**src/rtl/hamming_secded_dec_if.sv**
```systemverilog
// Handshake and data bundle for the SECDED decoder.
// master drives codewords in and accepts decoded words; slave is the decoder.
interface hamming_secded_dec_if #(
  parameter int R     = 4,
  parameter int CNT_W = 16
);
  localparam int N = (1 << R) - 1;
  localparam int K = N - R;

  logic             in_valid;
  logic             in_ready;
  logic [N:0]       in_code;
  logic             correct_en;
  logic             cnt_clr;
  logic             out_valid;
  logic             out_ready;
  logic [N:0]       out_code;
  logic [K-1:0]     out_data;
  logic             out_single;
  logic             out_double;
  logic [R-1:0]     out_syndrome;
  logic [CNT_W-1:0] sec_cnt;
  logic [CNT_W-1:0] ded_cnt;

  modport master (
    output in_valid, in_code, correct_en, cnt_clr, out_ready,
    input  in_ready, out_valid, out_code, out_data,
    input  out_single, out_double, out_syndrome,
    input  sec_cnt, ded_cnt
  );

  modport slave (
    input  in_valid, in_code, correct_en, cnt_clr, out_ready,
    output in_ready, out_valid, out_code, out_data,
    output out_single, out_double, out_syndrome,
    output sec_cnt, ded_cnt
  );
endinterface

```
**src/rtl/hamming_secded_dec.sv**
```systemverilog
// Two-stage SECDED Hamming decoder with detect-only mode
// and saturating single/double error counters.
module hamming_secded_dec #(
  parameter int R     = 4,
  parameter int CNT_W = 16
) (
  input logic                clk,
  input logic                rst_n,
  hamming_secded_dec_if.slave bus
);
  localparam int N = (1 << R) - 1;
  localparam int K = N - R;

  logic             s1_valid_q, s1_valid_d;
  logic [N:0]       s1_code_q, s1_code_d;
  logic [R-1:0]     s1_syn_q, s1_syn_d;
  logic             s1_par_q, s1_par_d;
  logic             s1_cen_q, s1_cen_d;
  logic             out_valid_q, out_valid_d;
  logic [N:0]       out_code_q, out_code_d;
  logic [K-1:0]     out_data_q, out_data_d;
  logic             out_single_q, out_single_d;
  logic             out_double_q, out_double_d;
  logic [R-1:0]     out_syn_q, out_syn_d;
  logic [CNT_W-1:0] sec_cnt_q, sec_cnt_d;
  logic [CNT_W-1:0] ded_cnt_q, ded_cnt_d;

  logic         s2_en, s1_en, ld1, ld2;
  logic [R-1:0] syn_c;
  logic         par_c;
  logic [N:0]   fix_c;
  logic [K-1:0] data_c;
  logic         single_c, double_c;

  assign s2_en = ~out_valid_q | bus.out_ready;
  assign s1_en = ~s1_valid_q | s2_en;
  assign ld1   = s1_en & bus.in_valid;
  assign ld2   = s2_en & s1_valid_q;

  // Syndrome and overall parity of the incoming word
  always_comb begin
    syn_c = '0;
    for (int p = 1; p <= N; p++) begin
      if (bus.in_code[N-p]) syn_c = syn_c ^ R'(p);
    end
    par_c = ^bus.in_code;
  end

  // Classify and, if enabled, flip the offending bit
  always_comb begin
    single_c = s1_par_q;
    double_c = (s1_syn_q != '0) & ~s1_par_q;
    fix_c    = s1_code_q;
    if (s1_cen_q && s1_par_q) begin
      if (s1_syn_q == '0) begin
        fix_c[N] = ~fix_c[N];
      end else begin
        for (int p = 1; p <= N; p++) begin
          if (R'(p) == s1_syn_q) fix_c[N-p] = ~fix_c[N-p];
        end
      end
    end
  end

  // Data bits are the non-power-of-two positions, ascending
  for (genvar p = 3; p <= N; p++) begin : g_data
    if ((p & (p - 1)) != 0) begin : g_bit
      assign data_c[p-1-$clog2(p)] = fix_c[N-p];
    end
  end

  // Next state for both pipeline stages and counters
  always_comb begin
    s1_valid_d   = s1_en ? bus.in_valid : s1_valid_q;
    s1_code_d    = ld1 ? bus.in_code : s1_code_q;
    s1_syn_d     = ld1 ? syn_c : s1_syn_q;
    s1_par_d     = ld1 ? par_c : s1_par_q;
    s1_cen_d     = ld1 ? bus.correct_en : s1_cen_q;
    out_valid_d  = s2_en ? s1_valid_q : out_valid_q;
    out_code_d   = ld2 ? fix_c : out_code_q;
    out_data_d   = ld2 ? data_c : out_data_q;
    out_single_d = ld2 ? single_c : out_single_q;
    out_double_d = ld2 ? double_c : out_double_q;
    out_syn_d    = ld2 ? s1_syn_q : out_syn_q;
    sec_cnt_d    = sec_cnt_q;
    ded_cnt_d    = ded_cnt_q;
    if (bus.cnt_clr) begin
      sec_cnt_d = '0;
      ded_cnt_d = '0;
    end else begin
      if (ld2 && single_c && !(&sec_cnt_q))
        sec_cnt_d = sec_cnt_q + 1'b1;
      if (ld2 && double_c && !(&ded_cnt_q))
        ded_cnt_d = ded_cnt_q + 1'b1;
    end
  end

  // State registers; reset drops everything in flight
  always_ff @(posedge clk or negedge rst_n) begin
    if (!rst_n) begin
      s1_valid_q   <= 1'b0;
      s1_code_q    <= '0;
      s1_syn_q     <= '0;
      s1_par_q     <= 1'b0;
      s1_cen_q     <= 1'b0;
      out_valid_q  <= 1'b0;
      out_code_q   <= '0;
      out_data_q   <= '0;
      out_single_q <= 1'b0;
      out_double_q <= 1'b0;
      out_syn_q    <= '0;
      sec_cnt_q    <= '0;
      ded_cnt_q    <= '0;
    end else begin
      s1_valid_q   <= s1_valid_d;
      s1_code_q    <= s1_code_d;
      s1_syn_q     <= s1_syn_d;
      s1_par_q     <= s1_par_d;
      s1_cen_q     <= s1_cen_d;
      out_valid_q  <= out_valid_d;
      out_code_q   <= out_code_d;
      out_data_q   <= out_data_d;
      out_single_q <= out_single_d;
      out_double_q <= out_double_d;
      out_syn_q    <= out_syn_d;
      sec_cnt_q    <= sec_cnt_d;
      ded_cnt_q    <= ded_cnt_d;
    end
  end

  assign bus.in_ready     = s1_en;
  assign bus.out_valid    = out_valid_q;
  assign bus.out_code     = out_code_q;
  assign bus.out_data     = out_data_q;
  assign bus.out_single   = out_single_q;
  assign bus.out_double   = out_double_q;
  assign bus.out_syndrome = out_syn_q;
  assign bus.sec_cnt      = sec_cnt_q;
  assign bus.ded_cnt      = ded_cnt_q;
endmodule

```
**src/flat_wrapper.sv**
```systemverilog
// flat-port wrapper written by rule: the top's interface ports become plain ports
module hamming_secded_dec_flat 
#(
  parameter int R     = 4,
  parameter int CNT_W = 16
)
  (clk, rst_n, bus_in_valid, bus_in_code, bus_correct_en, bus_cnt_clr, bus_out_ready, bus_in_ready, bus_out_valid, bus_out_code, bus_out_data, bus_out_single, bus_out_double, bus_out_syndrome, bus_sec_cnt, bus_ded_cnt);
  hamming_secded_dec_if #(.R(R), .CNT_W(CNT_W)) bus_i ();
  input logic clk;
  input logic rst_n;
  input wire logic [$bits(bus_i.in_valid)-1:0] bus_in_valid;
  input wire logic [$bits(bus_i.in_code)-1:0] bus_in_code;
  input wire logic [$bits(bus_i.correct_en)-1:0] bus_correct_en;
  input wire logic [$bits(bus_i.cnt_clr)-1:0] bus_cnt_clr;
  input wire logic [$bits(bus_i.out_ready)-1:0] bus_out_ready;
  output wire logic [$bits(bus_i.in_ready)-1:0] bus_in_ready;
  output wire logic [$bits(bus_i.out_valid)-1:0] bus_out_valid;
  output wire logic [$bits(bus_i.out_code)-1:0] bus_out_code;
  output wire logic [$bits(bus_i.out_data)-1:0] bus_out_data;
  output wire logic [$bits(bus_i.out_single)-1:0] bus_out_single;
  output wire logic [$bits(bus_i.out_double)-1:0] bus_out_double;
  output wire logic [$bits(bus_i.out_syndrome)-1:0] bus_out_syndrome;
  output wire logic [$bits(bus_i.sec_cnt)-1:0] bus_sec_cnt;
  output wire logic [$bits(bus_i.ded_cnt)-1:0] bus_ded_cnt;
  assign bus_i.in_valid = bus_in_valid;
  assign bus_i.in_code = bus_in_code;
  assign bus_i.correct_en = bus_correct_en;
  assign bus_i.cnt_clr = bus_cnt_clr;
  assign bus_i.out_ready = bus_out_ready;
  assign bus_in_ready = bus_i.in_ready;
  assign bus_out_valid = bus_i.out_valid;
  assign bus_out_code = bus_i.out_code;
  assign bus_out_data = bus_i.out_data;
  assign bus_out_single = bus_i.out_single;
  assign bus_out_double = bus_i.out_double;
  assign bus_out_syndrome = bus_i.out_syndrome;
  assign bus_sec_cnt = bus_i.sec_cnt;
  assign bus_ded_cnt = bus_i.ded_cnt;
  hamming_secded_dec #(.R(R), .CNT_W(CNT_W)) u_core (.clk(clk), .rst_n(rst_n), .bus(bus_i));
endmodule
```
**config.mk**
```make
export PLATFORM = sky130hd
export DESIGN_NAME = hamming_secded_dec_flat
export DESIGN_NICKNAME = d
export VERILOG_FILES = /design/src/rtl/hamming_secded_dec_if.sv /design/src/rtl/hamming_secded_dec.sv /design/src/flat_wrapper.sv
export SDC_FILE = /design/constraint.sdc
export NUM_CORES = 1
export LEC_CHECK = 0
export ABC_AREA = 1
export ABC_CLOCK_PERIOD_IN_PS = 1750
export CORE_MARGIN = 4
export CORE_UTILIZATION = 52
export DETAILED_ROUTE_END_ITERATION = 8
export GPL_ROUTABILITY_DRIVEN = 0
export PLACE_DENSITY = 0.8
export SETUP_SLACK_MARGIN = 0.3
export SLEW_MARGIN = 30
export SYNTH_ARGS = -nofsm -noshare
export SYNTH_HDL_FRONTEND = slang
export SYNTH_SLANG_ARGS = --single-unit
```
**constraint.sdc**
```tcl
create_clock -name clk -period 1.75 [get_ports clk]
set_input_delay 0.525 -clock clk [delete_from_list [all_inputs] [get_ports clk]]
set_output_delay 0.525 -clock clk [all_outputs]
set_load 0.005 [all_outputs]
```
==> results of run 1 <==
[final cells by class]
type	count	area (µm²)
Fill cell	462	1490
Inverter	48	193
Timing Repair inverter	3	43.8
Clock inverter	4	76.3
Tap cell	105	131
Multi-Input combinational cell	472	2660
Sequential cell	78	1970
Timing Repair Buffer	207	1650
Clock buffer	12	165
[path summary, 6_finish.rpt]
path                                            startpoint  slack, ps                         end
worst max register to register       u_core.bus.ded_cnt[1]          7       u_core.bus.ded_cnt[4]
worst min-delay path                                 rst_n        -10       u_core.bus.ded_cnt[5]
worst min register to register  u_core.bus.out_syndrome[1]        500  u_core.bus.out_syndrome[1]
worst max-delay path                 u_core.bus.ded_cnt[1]          7       u_core.bus.ded_cnt[4]
min in group clk                u_core.bus.out_syndrome[1]        500  u_core.bus.out_syndrome[1]
max in group asynchronous                            rst_n       1150       u_core.bus.sec_cnt[3]
[state kept, by name, indices dropped and copies added, names as in the netlist, 4 cells and up]
register                 count
u_core.bus.out_data         10
u_core.bus.sec_cnt          16
u_core.bus.ded_cnt          16
u_core.s1_syn_q              4
u_core.s1_code_q            16
u_core.bus.out_code          6
u_core.bus.out_syndrome      4
[power by group through the flow]
stage	combinational, mW	sequential, mW	clock (mW)
global route	2.05	2.33	1.72
CTS	1.73	2.28	1.62
detailed placement	1.51	2.35	0
finish	1.89	2.31	1.66
floorplan	0.717	2.31	0
global placement	1.47	2.34	0
[stage by stage]
step                      worst slack (ps)  total power, mW  utilization, %
final                                 6.53             5.87            82.2
after global routing                  -221             6.11            82.2
after floorplan                        235             3.02               -
after CTS                              182             5.64            77.4
after detailed placement              -413             3.86            69.7
after global placement                -394             3.81            69.7
[worst max-delay path, stage by stage (launching register included)]
cell                        delay (ps)
sky130_fd_sc_hd__dfrtp_1           400
sky130_fd_sc_hd__buf_6             140
sky130_fd_sc_hd__ha_4              170
sky130_fd_sc_hd__nand3_4           100
sky130_fd_sc_hd__inv_2             100
sky130_fd_sc_hd__nand2_4            70
sky130_fd_sc_hd__nor2_4            100
sky130_fd_sc_hd__nor2_4             60
sky130_fd_sc_hd__nor2_8            220
sky130_fd_sc_hd__clkbuf_16         200
sky130_fd_sc_hd__nand2_2            50
sky130_fd_sc_hd__nand2_1            50
[per-layer routing]
metal	global-route usage (%)	vias up	part of all wire [%]	routed length, µm
li1	-	2383	-	-
met1	32.0	2475	35	5850
met2	48.6	371	50	8410
met3	4.06	125	8.8	1480
met4	13.6	0	6.0	1000
met5	0	-	0	0
[Yosys cell counts, drive strengths merged (4+ instances only)]
library cell,count,share of area [%]
buf,18,2.9
clkbuf,8,0.66
dfrtp,78,43
inv,48,3.9
nand2,256,21
nand3,45,4.9
nand3b,4,0.66
nand4,11,1.5
nor2,39,4.2
nor3,11,1.5
o21ai,61,7.3
o21bai,5,0.82
xnor2,6,1.2
xor2,26,5.0
[repair_timing]
| action | CTS | global route |
|---|---|---|
| buffers inserted | 66 | 8 |
| pin swaps | 11 | 14 |
| gates cloned | 3 | 2 |
| gates resized for setup | 356 | 91 |
| endpoints found under the setup margin | 116 | 70 |
[cell families (layout without fill, tap and decap cells)]
group,Yosys count,count (layout)
and+or+nand+nor,370,370
DFF,78,78
adders and majority gates,2,2
xor gates and xnor gates,32,32
AOI/OAI and AO/OA,68,68
buffers and inverters,74,274
==> reports/metrics.json, run 1 <==
{
  "yosys_register_bits": 78,
  "overflow": 0,
  "switchingPower_mw": 1.92,
  "pin_count": 89,
  "nNetsFinal": 843,
  "route.antenna.remaining_nets": 0,
  "routed_via_density": 5.76,
  "ff2ff_path_depth": 11,
  "antenna_found_initial": 0,
  "drv.max_cap_violation_count": 0,
  "vdd.ir_drop.worst_uv": 406,
  "place.port_buffers": 88,
  "clock_power_share_pct": 28.3,
  "dieArea_mm2": 0.0103,
  "grt_setup_unrepaired": "true",
  "die_x_um": 102,
  "final_design_area_no_fill_mm2": 0.00689,
  "violations": "negative hold slack",
  "sw_frac_of_total_pct": 32.8,
  "timing.critical_path.from_type": "flop",
  "power.static_leakage_nw": 3.57,
  "outcome": "finished, violations left",
  "timing.final.crit_share_pct": 99.6,
  "finalCriticalPeriod_ps": 1740,
  "grt_start_max_net_pins": 44,
  "clockBufferDepth": 2,
  "internal-power_mw": 3.94,
  "cts_tree": "done",
  "cts.htree.levels": 3,
  "drt_drc_violations_left": 0,
  "synth_fa_ha_area_share_pct": 0.548,
  "post_dp_hpwl_um": 8340,
  "globalRouteTotalUtil_pct": 27.3,
  "synth_simple_gate_area_share_pct": 34.6,
  "timing_worst_slew_pin_value_ps": 369,
  "ys_async_sr_fraction_pct": 100,
  "power_frac_seq_pct": 39.4,
  "drt-initial-drc-count": 441,
  "max_freq_mhz": 574,
  "synth_fp_nets": 648,
  "routed-via-count": 5354,
  "detailedRoute.firstPassIterationCount": 5,
  "grt_pass1_wl_um": 22500,
  "cts_hold_buffers": 0,
  "dominantRegCellSynth": "sky130_fd_sc_hd__dfrtp_1",
  "floorplan.initialDensity_pct": 54.5,
  "clockRootBuffer": "sky130_fd_sc_hd__clkbuf_8",
  "whs_ps": -9.60,
  "cp_data_required_time_ps": 2050,
  "dp.cells": 834,
  "part_of_the_yosys_area_used_for_sequential_elements_pct": 42.7,
  "antennaDiodeCount": 0,
  "insertion_delay_ps": 370,
  "power_density_mw_per_mm2": 852,
  "final_hold_viol_count": 6,
  "syn-cell-area_mm2": 0.00457,
  "core_region_area_mm2": 0.00838,
  "drive_gt1_share_pct": 40.8,
  "synth_enable_flop_cells": 0,
  "timing.final.max_slew_violations": 0,
  "synthXorXnorAreaFrac_pct": 6.14,
  "tritoncts_num_sinks": 78,
  "hold_path_class": "input port to async pin",
  "worst_ep_arrival_time_ps": 2040,
  "final.setup_skew_ps": 18.7,
  "postSynthAreaPerCell_um2": 7.32,
  "end_kind": "flop",
  "criticalPathCategory": "flop to flop",
  "placement_rows": 33,
  "share_comb_of_total_power_pct": 32.3,
  "dpl-instance-area_mm2": 0.00584,
  "mostFrequentLayoutCells": "sky130_fd_sc_hd__nand2_1 (211), sky130_fd_sc_hd__buf_4 (94), sky130_fd_sc_hd__dfrtp_1 (62)",
  "post_layout_nonfiller_instances": 929,
  "finalSetupTns_ps": 0,
  "timing.final.setup_violations": 0,
  "chipHeight_um": 102,
  "first_global_vias": 4871,
  "critical_path.max_fanout": 5,
  "post_drt_wl_per_cell_um": 18.0,
  "cts_buffers": 9,
  "synthCells": 624,
  "worst_path_clk_slew_ps": 90,
  "post_synth_mux_area_share_pct": 0,
  "yosysWarningCount": 0,
  "detailed_route_wire_length_um": 16700,
  "syn_to_final_growth_pct": 50.8,
  "most_common_cell_after_layout_fill_and_taps_aside": "sky130_fd_sc_hd__nand2_1",
  "yosys.cell_types.count": 30,
  "synth-compound-area-share_pct": 8.49,
  "timing.slew.headroom_pct": 75.3,
  "dominant_combinational_cell_family_by_area_after_synthesis": "simple AND/OR/NAND/NOR gates"
}
(Power assumes the default switching activity.)
==> inputs of run 2 (changes only) <==
ABC_CLOCK_PERIOD_IN_PS = 1600   (was 1750)
CORE_UTILIZATION = 47   (was 52)
PLACE_DENSITY = 0.76   (was 0.8)
clock period = 1.6 ns   (was 1.75 ns; I/O delays follow)
==> reports/metrics.json, run 2 (synthesis gave the netlist of run 1 again) <==
{
  "outcome": "finished, violations left",
  "cts_tree": "done",
  "core_region_area": {"value": 0.00933, "unit": "mm²", "change": "+11%"},
  "routed-via-count": {"value": 5235, "change": "-2.2%"},
  "drt_drc_violations_left": {"value": 0, "change": "unchanged"},
  "crit_buf_inv": {"value": 2, "change": "-1"},
  "placement_rows": {"value": 35, "change": "+6.1%"},
  "grt_pass1_wl": {"value": 24100, "unit": "µm", "change": "+7.1%"},
  "r2r_slack": {"value": -90, "unit": "ps", "change": "-100 ps"},
  "final_util": {"value": 76.8, "unit": "%", "change": "-5.4 points"},
  "timing.final.max_slew_violations": {"value": 0, "change": "unchanged"},
  "clockBufferDepth": {"value": 2, "change": "unchanged"},
  "hold_path_class": "input port to async pin",
  "globalRouteTotalUtil": {"value": 26.5, "unit": "%", "change": "-0.85 points"},
  "timing.critical_path.slowest_stage_cell": "sky130_fd_sc_hd__dfrtp_1",
  "post_dp_hpwl": {"value": 8770, "unit": "µm", "change": "+5.1%"},
  "worst_path_clk_slew": {"value": 90, "unit": "ps", "change": "about the same"},
  "floorplan.initialDensity": {"value": 49.0, "unit": "%", "change": "-5.5 points"},
  "power.static_leakage": {"value": 3.61, "unit": "nW", "change": "+0.98%"},
  "criticalPathCategory": "flop to flop",
  "syn_to_final_growth_pct": 56.8,
  "timing.slew.headroom": {"value": 76.9, "unit": "%", "change": "+1.6 points"},
  "finalCriticalPeriod": {"value": 1690, "unit": "ps", "change": "-52.9 ps"},
  "timing.final.setup_violations": {"value": 20, "change": "+20"},
  "worst_ep_arrival_time": {"value": 1970, "unit": "ps", "change": "-70 ps"},
  "insertion_delay": {"value": 360, "unit": "ps", "change": "about the same"},
  "detailedRoute.firstPassIterationCount": {"value": 5, "change": "unchanged"},
  "timing_worst_slew_pin_value": {"value": 347, "unit": "ps", "change": "-22.6 ps"},
  "cp_data_required_time": {"value": 1880, "unit": "ps", "change": "-170 ps"},
  "grt_start_max_net_pins": {"value": 29, "change": "-34%"},
  "post-route-worst-setup-slack": {"value": -90.5, "unit": "ps", "change": "-97.1 ps"},
  "pin_count": {"value": 89, "change": "unchanged"},
  "dp.cells": {"value": 882, "change": "+5.8%"},
  "ff2ff_path_depth": {"value": 7, "change": "-4"},
  "final_hold_viol_count": {"value": 0, "change": "-6"},
  "power_density": {"value": 878, "unit": "mW/mm²", "change": "+3.0%"},
  "timing.final.crit_share": {"value": 106, "unit": "%", "change": "+6.0 points"},
  "timing.critical_path.cells": "buf_6 -> buf_4 -> nand3_2 -> nor2_1 -> xor2_1 -> nand3_1 -> o21ai_1",
  "tritoncts_num_sinks": {"value": 78, "change": "unchanged"},
  "antennaDiodeCount": {"value": 0, "change": "unchanged"},
  "final.setup_skew": {"value": 8.46, "unit": "ps", "change": "-10.2 ps"},
  "end_kind": "flop",
  "detailed_route_wire_length": {"value": 15900, "unit": "µm", "change": "-5.0%"},
  "violations": "negative setup slack",
  "critical_path.top_delay_family": "simple AND/OR/NAND/NOR gates",
  "critical_path.max_stage_delay": {"value": 400, "unit": "ps", "change": "about the same"},
  "most_common_cell_after_layout_fill_and_taps_aside": "sky130_fd_sc_hd__nand2_1",
  "grt_setup_unrepaired": "true",
  "overflow": {"value": 0, "change": "unchanged"},
  "chipHeight": {"value": 107, "unit": "µm", "change": "+4.8%"},
  "place.port_buffers": {"value": 88, "change": "unchanged"},
  "nNetsFinal": {"value": 878, "change": "+4.2%"},
  "drive_gt1_share": {"value": 42.1, "unit": "%", "change": "+1.4 points"},
  "route.antenna.remaining_nets": {"value": 0, "change": "unchanged"},
  "clockRootBuffer": "sky130_fd_sc_hd__clkbuf_8",
  "mostFrequentLayoutCells": "sky130_fd_sc_hd__nand2_1 (219), sky130_fd_sc_hd__buf_4 (109), sky130_fd_sc_hd__dfrtp_1 (68)",
  "cts.htree.levels": {"value": 3, "change": "unchanged"},
  "dieArea": {"value": 0.0114, "unit": "mm²", "change": "+9.8%"},
  "crit_cells": {"value": 7, "change": "-4"},
  "post_layout_nonfiller_instances": {"value": 988, "change": "+6.4%"},
  "routed_via_density": {"value": 5.30, "change": "-8.1%"},
  "drv.max_cap_violation_count": {"value": 0, "change": "unchanged"},
  "cts_buffers": {"value": 9, "change": "unchanged"},
  "antenna_found_initial": {"value": 0, "change": "unchanged"},
  "vdd.ir_drop.worst": {"value": 508, "unit": "µV", "change": "+25%"},
  "drt-initial-drc-count": {"value": 366, "change": "-17%"},
  "first_global_vias": {"value": 5048, "change": "+3.6%"},
  "whs": {"value": 13.7, "unit": "ps", "change": "+23.3 ps"},
  "timing.critical_path.from_type": "flop",
  "post_drt_wl_per_cell": {"value": 16.1, "unit": "µm", "change": "-11%"},
  "max_freq": {"value": 592, "unit": "MHz", "change": "+3.1%"},
  "critical_path.max_fanout": {"value": 5, "change": "unchanged"},
  "die_x": {"value": 107, "unit": "µm", "change": "+4.8%"}
}
run 2: cell count changes in the layout (fill, tap and decap cells not counted), moves of 9 or more:
cell                      previous run  this run
sky130_fd_sc_hd__buf_4              94       109
sky130_fd_sc_hd__o21ai_1             6        23
sky130_fd_sc_hd__nand2_4            14         5
sky130_fd_sc_hd__o21ai_0            39        30
sky130_fd_sc_hd__buf_2              56        46
sky130_fd_sc_hd__buf_6              30        61
run 2: worst paths after layout:
check,end,from
worst max-delay path,u_core.bus.sec_cnt[5],u_core.bus.sec_cnt[0]
worst min-delay path,u_core.bus.ded_cnt[14],rst_n
worst max register to register,u_core.bus.sec_cnt[5],u_core.bus.sec_cnt[0]
worst min register to register,u_core.s1_code_q[14],u_core.s1_code_q[14]
max in group asynchronous,u_core.s1_code_q[2],rst_n
min in group clk,u_core.s1_code_q[0],bus_in_code[0]
run 2: power by group:
group	internal, mW	switching [mW]	leakage (nW)
Sequential	2.27	0.244	0.997
Clock	0.565	0.806	0.0816
Combinational	1.25	1.15	2.53
Total	4.08	2.20	3.61
run 2: cell type report:
type / instances / area (µm²)
repair inverters: 2 / 20.0
clock buffers: 9 / 124
inverters: 48 / 200
fillers: 621 / 2170
flip-flops and latches: 78 / 1960
multi-input cells: 474 / 2640
clock inverters: 7 / 50.0
well taps: 129 / 161
repair buffers: 241 / 2000
run 2: timing repair:
action	4_1_cts	5_1_grt
gates cloned	4	0
pin swaps	19	31
hold buffers	0	0
endpoints found under the setup margin	136	143
hold endpoints to repair	0	0
buffers inserted	71	15
gates resized for setup	404	76
run 2: worst register-to-register path: cells and delay by family (launching register included):
family,cells,cell delay (ps)
xor gates and xnor gates,1,270
and+or+nand+nor,3,570
buffers and inverters,2,250
AOI/OAI and AO/OA,1,120
DFF,1,400
run 2: layer usage:
metal  GRT usage (%)  vias to the layer above  wire length [µm]
met3            4.58                       68              1160
met5               0                        -                 0
met4            11.1                        0               636
li1                -                     2447                 -
met2            48.2                      285              8290
met1            30.5                     2435              5820
run 2: metrics by stage:
stage	cell area, µm²	TNS, ps	setup slack [ps]	power [mW]
finish	7160	-996	-90.5	6.29
global route	7160	-2950	-170	6.59
floorplan	4620	0	97.1	3.30
detailed placement	6020	-14980	-437	4.24
global placement	6020	-13620	-449	4.18
CTS	6870	0	46.2	5.97
